`config.mk`:
```
export PLATFORM = sky130hd
export DESIGN_NAME = manchester_decoder
export DESIGN_NICKNAME = d
export VERILOG_FILES = /design/src/rtl/manchester_decoder.sv
export SDC_FILE = /design/constraint.sdc
export NUM_CORES = 1
export LEC_CHECK = 0
export CELL_PAD_IN_SITES_DETAIL_PLACEMENT = 1
export CELL_PAD_IN_SITES_GLOBAL_PLACEMENT = 2
export CORE_ASPECT_RATIO = 0.8
export CORE_UTILIZATION = 33
export CTS_CLUSTER_SIZE = 8
export DETAILED_ROUTE_END_ITERATION = 10
export PLACE_DENSITY = 0.74
export SYNTH_ARGS = -nofsm -noshare
export SYNTH_HDL_FRONTEND = slang
export SYNTH_SLANG_ARGS = --single-unit
export TNS_END_PERCENT = 30
```
`constraint.sdc`:
```
create_clock -name clk -period 1.45 [get_ports clk]
set_input_delay 0.29 -clock clk [delete_from_list [all_inputs] [get_ports clk]]
set_output_delay 0.29 -clock clk [all_outputs]
set_load 0.1 [all_outputs]
```
`src/rtl/manchester_decoder.sv`:
```
// manchester_decoder: recovers pair alignment on a Manchester line (one half-bit per clk), decodes bits, flags violations, packs MSB-first words
// Ports: clk, rst_n (async active-low) | z_in line | bit_out/bit_valid decoded bit | word_out/word_valid assembled word
//        locked alignment established | code_err violation while locked | err_count saturating violation count
//        (err_count exists only when MANCHESTER_DEC_ERRCNT_EN is defined)
module manchester_decoder #(
    parameter int WIDTH      = 8,
    parameter int LOCK_COUNT = 4
) (
    input  logic             clk,
    input  logic             rst_n,
    input  logic             z_in,
    output logic             bit_out,
    output logic             bit_valid,
    output logic [WIDTH-1:0] word_out,
    output logic             word_valid,
    output logic             locked,
    output logic             code_err
`ifdef MANCHESTER_DEC_ERRCNT_EN
    ,
    output logic [7:0]       err_count
`endif
);
    localparam int CW = $clog2(WIDTH);
    typedef enum logic {HUNT, LOCKED} state_t;
    state_t           state_q, state_d;
    logic             z_q, first_q, first_d, phase_q, phase_d, pend_q, pend_d;
    logic [3:0]       good_cnt_q, good_cnt_d;
    logic [CW-1:0]    bit_cnt_q, bit_cnt_d;
    logic [WIDTH-1:0] shift_q, shift_d, word_q, word_d, shifted;
    logic             bit_q, bit_d, bit_valid_q, bit_valid_d;
    logic             word_valid_q, word_valid_d, code_err_q, code_err_d;
    logic             valid, slip, cur_phase;
`ifdef MANCHESTER_DEC_ERRCNT_EN
    logic [7:0]       err_cnt_q, err_cnt_d;
`endif
    always_comb begin
        valid     = first_q ^ z_q;
        // pend_q: z_q holds a second half and first_q its first half, so the pair is evaluated now
        slip      = pend_q & ~valid;
        // a slip reuses the just-captured second half as the next first half
        cur_phase = slip | phase_q;
        first_d   = cur_phase ? z_q : first_q;
        pend_d    = cur_phase;
        phase_d   = ~cur_phase;
        shifted   = {shift_q[WIDTH-2:0], first_q};
        state_d      = state_q;
        good_cnt_d   = good_cnt_q;
        bit_cnt_d    = bit_cnt_q;
        shift_d      = shift_q;
        word_d       = word_q;
        bit_d        = bit_q;
        bit_valid_d  = 1'b0;
        word_valid_d = 1'b0;
        code_err_d   = 1'b0;
        if (pend_q) begin
            if (state_q == HUNT) begin
                good_cnt_d = valid ? good_cnt_q + 4'd1 : 4'd0;
                if (valid && (good_cnt_q + 4'd1) == 4'(LOCK_COUNT)) begin
                    state_d    = LOCKED;
                    good_cnt_d = 4'd0;
                    bit_cnt_d  = '0;
                end
            end else if (valid) begin
                bit_valid_d = 1'b1;
                bit_d       = first_q;
                shift_d     = shifted;
                bit_cnt_d   = (bit_cnt_q == CW'(WIDTH-1)) ? '0 : bit_cnt_q + 1'b1;
                if (bit_cnt_q == CW'(WIDTH-1)) begin
                    word_d       = shifted;
                    word_valid_d = 1'b1;
                end
            end else begin
                // violation while locked: drop the partial word and re-hunt
                code_err_d = 1'b1;
                state_d    = HUNT;
                good_cnt_d = 4'd0;
                bit_cnt_d  = '0;
            end
        end
`ifdef MANCHESTER_DEC_ERRCNT_EN
        err_cnt_d = err_cnt_q + {7'd0, code_err_d & (err_cnt_q != 8'hFF)};
`endif
    end
    always_ff @(posedge clk or negedge rst_n) begin
        if (!rst_n) begin
            state_q      <= HUNT;
            z_q          <= 1'b0;
            first_q      <= 1'b0;
            phase_q      <= 1'b0;
            pend_q       <= 1'b0;
            good_cnt_q   <= 4'd0;
            bit_cnt_q    <= '0;
            shift_q      <= '0;
            word_q       <= '0;
            bit_q        <= 1'b0;
            bit_valid_q  <= 1'b0;
            word_valid_q <= 1'b0;
            code_err_q   <= 1'b0;
`ifdef MANCHESTER_DEC_ERRCNT_EN
            err_cnt_q    <= 8'd0;
`endif
        end else begin
            state_q      <= state_d;
            z_q          <= z_in;
            first_q      <= first_d;
            phase_q      <= phase_d;
            pend_q       <= pend_d;
            good_cnt_q   <= good_cnt_d;
            bit_cnt_q    <= bit_cnt_d;
            shift_q      <= shift_d;
            word_q       <= word_d;
            bit_q        <= bit_d;
            bit_valid_q  <= bit_valid_d;
            word_valid_q <= word_valid_d;
            code_err_q   <= code_err_d;
`ifdef MANCHESTER_DEC_ERRCNT_EN
            err_cnt_q    <= err_cnt_d;
`endif
        end
    end
    assign bit_out    = bit_q;
    assign bit_valid  = bit_valid_q;
    assign word_out   = word_q;
    assign word_valid = word_valid_q;
    assign locked     = (state_q == LOCKED);
    assign code_err   = code_err_q;
`ifdef MANCHESTER_DEC_ERRCNT_EN
    assign err_count  = err_cnt_q;
`endif
endmodule

```
==> summary.txt <==
Worst hold path
  • Hold Path Class: in2async

STA
  • Period utilization: 96.7%
  • Worst-Margin Slew: 0.289 ns
  • Final hold violation count: 0
  • Minimum clock period: 1.40 ns
  • Final setup margin: 0.0475 ns
  • Pins Over Slew Limit: 0
  • RSZ-0062 raised after global routing: true
  • Peak Freq: between 700 and 800 MHz
  • Final setup viols: 0
  • Slew margin rel.: between 80 and 90%
  • Final Skew: 0.00501 ns
  • Worst hold margin: 0.371 ns

Floorplan
  • Core area: around 0.0035 mm²
  • Initial Util: 35.9%
  • Row cnt: 19
  • Die ar.: 0.00410 mm²
  • Ports: 16
  • Floorplan die height: 57.5 µm
  • Die W: 71.4 µm

Pwr
  • Maximum VDD drop: ~0.0011 V
  • Comb pwr share: 46.1%
  • Power share of the clock group: between 10% and 20%
  • Pint: ~2.1 mW
  • Seq pwr share: 34.6%
  • Leak Pwr: 0.858 nW
  • Sw Share: roughly two fifths
  • Pwr dens: 1940 mW/mm²
  • Sw Pwr: approximately 1.4 mW

Clocking
  • Clock Latency Late Sink: 0.28 ns
  • Clk buf depth: 2
  • Clock slew at reported path FFs: 0.06 ns
  • Post-CTS Setup Inserts: 0
  • # clock sinks: 30
  • Total CTS buffers: 5
  • Hold_buf cts: 0
  • Htree depth: 2
  • CTS tree: done
  • CTS Root Cell: clkbuf_8

Synth
  • Cells after synthesis: 93
  • Commonest cells in the synthesized netlist: 30 x dfrtp_1, 16 x mux2_2, 5 x a21oi_1
  • Synth area leader: dfrtp_1
  • Post-synth top flop: dfrtp_1
  • Yosys cell types: 28
  • Top-count cell post-synth: dfrtp_1
  • Async set-reset flop share out of synthesis: 100%
  • #FFs+latches synth: 30
  • Avg Cell Area, Syn: roughly 14 µm²
  • Ys Warns: 0
  • Synth top area share: 59.1%
  • Synth area leaders: dfrtp_1 59%, mux2_2 14%, ha_1 3.0%
  • Post-synthesis net count: 99
  • EDFF count, synth: 0
  • Seq/Total Area, Yosys: 59.1%
  • Mapped cell area: 0.00127 mm²

Setup path
  • CP max stage cell: dfrtp_4
  • WP data arrival: 1.11 ns
  • Critical path cell sequence: buf_6 -> buf_12
  • Worst r2r src: bit_cnt_q[0]
  • Crit path max fanout: 8
  • Kind of critical path: reg2out
  • Worst reg2reg path endpoint: word_out[5]
  • Crit path capture type: output port
  • CP required: approximately 1.2 ns
  • Crit path max-delay family: flip-flops
  • Nature of the critical path startpoint: register
  • Worst path bufs/invs: 2
  • Crit path largest cell delay: 0.53 ns
  • R2R setup slack: roughly 0.048 ns
  • FF-to-FF path depth: 4

Layout
  • Utilization after layout: 52.0%
  • Final net count: 131
  • Cell area after layout: between 0.0015 and 0.002 mm²
  • Share of cells above drive strength 1: around 48%
  • Area Overhead vs Synth: 44.9%
  • Ant diodes: 0
  • Filler cells: 357

GRT
  • Vias in the first global route: 915
  • Initial antenna violation count: 0
  • First-pass GRT wire length: between 4000 and 5000 µm
  • Largest net degree at the start of global routing: 31
  • Grt ovf: 0
  • Total Routing Usage GR: 16.2%

Routing
  • Drt drc: 0
  • DR pass1 iterations: 4
  • Routed via count: 851
  • Detail Route Antenna Nets: 0
  • Post-Route WL: 2750 µm
  • Wire length per cell: between 15 and 20 µm
  • Vias per cell: ~5
  • Initial DRC count: between 50 and 60

Place
  • DPL Wire Length: 1890 µm
  • Pre-CTS setup slack: -0.0111 ns
  • Final GP Congestion: 0.735
  • Number of buffers added on ports: 15
  • Placement Cell Area: 0.00170 mm²

Status
  • Status: finished, final reports clean

Run
  • Max-cap violations: 0
final cells by class:
type,instances,area (µm²),area share [%]
Multi-Input combinational cell,59,553,30.0
Timing Repair Buffer,25,372,20.2
Clock inverter,1,5.00,0.272
Tap cell,42,52.6,2.86
Inverter,4,15.0,0.816
Clock buffer,7,86.3,4.69
Sequential cell,30,757,41.1
how the worst max path moves through the flow:
stage	start	endpoint	slack (ns)	depth (start not counted)
finish	locked	locked	0.05	2
floorplan	locked	shift_q[1]	-0.11	4
detailed placement	bit_cnt_q[0]	word_out[4]	-0.01	4
CTS	z_q	shift_q[5]	0.01	3
global route	z_q	shift_q[5]	-0.01	3
global placement	bit_cnt_q[0]	word_out[3]	0.02	4
metrics by stage:
step	std cells	power [mW]	setup TNS, ns
final	168	3.57	0
after detailed placement	159	2.80	-0.0262
after CTS	168	3.55	0
after global routing	168	3.76	-0.0624
after global placement	159	2.75	0
after floorplan	93	2.18	-1.56
cell usage in the layout (no fill, tap or decap), types with 2 or more instances in the layout:
cell / netlist / routed
nand2b_1: 3 / 3
nor2b_1: 4 / 4
inv_1: 4 / 4
buf_4: 0 / 8
nand2_1: 4 / 3
dfrtp_2: 0 / 2
dfrtp_1: 30 / 27
mux2_2: 16 / 15
a21oi_1: 5 / 5
buf_12: 0 / 14
nor4_1: 2 / 2
nand3_1: 2 / 2
clkdlybuf4s50_1: 0 / 2
clkbuf_8: 0 / 6
a211o_1: 3 / 3
cells by family (layout without fill, tap and decap cells):
| group | count (synthesis) | in the layout | synth area share (%) |
|---|---|---|---|
| buffers and inverters | 5 | 37 | 1.48 |
| XOR/XNOR | 2 | 2 | 2.56 |
| adder cells (fa/ha/maj) | 3 | 3 | 2.96 |
| AO/OA/AOI/OAI | 13 | 13 | 6.90 |
| multiplexers | 17 | 17 | 15.0 |
| flip-flops | 30 | 30 | 59.1 |
| AND/OR/NAND/NOR | 23 | 24 | 12.0 |
per-layer routing:
metal  global-route usage [%]  routed length [µm]  share of wire [%]
met5                        0                   0                  0
met4                     8.57                  47                1.7
met3                     4.77                 112                4.1
met2                     23.5                1250                 45
met1                     21.8                1350                 49
registers in the layout, indices dropped and copies added, names as in the netlist, 3 cells and up:
| signal | flops |
|---|---|
| word_out | 8 |
| shift_q | 7 |
| good_cnt_q | 4 |
| bit_cnt_q | 3 |
power groups by stage:
| stage | registers [mW] | clock network (mW) | logic (mW) |
|---|---|---|---|
| after floorplan | 1.58 | 0 | 0.605 |
| after global placement | 1.22 | 0 | 1.53 |
| after detailed placement | 1.23 | 0 | 1.56 |
| after CTS | 1.23 | 0.708 | 1.62 |
| after global routing | 1.26 | 0.738 | 1.76 |
| final | 1.24 | 0.687 | 1.65 |
timing repair:
item / CTS / global route
resized for setup: 2 / 7
cloned: 1 / 0
pin swaps: 1 / 1
setup endpoints to repair: 8 / 16
(Power assumes the default switching activity.)
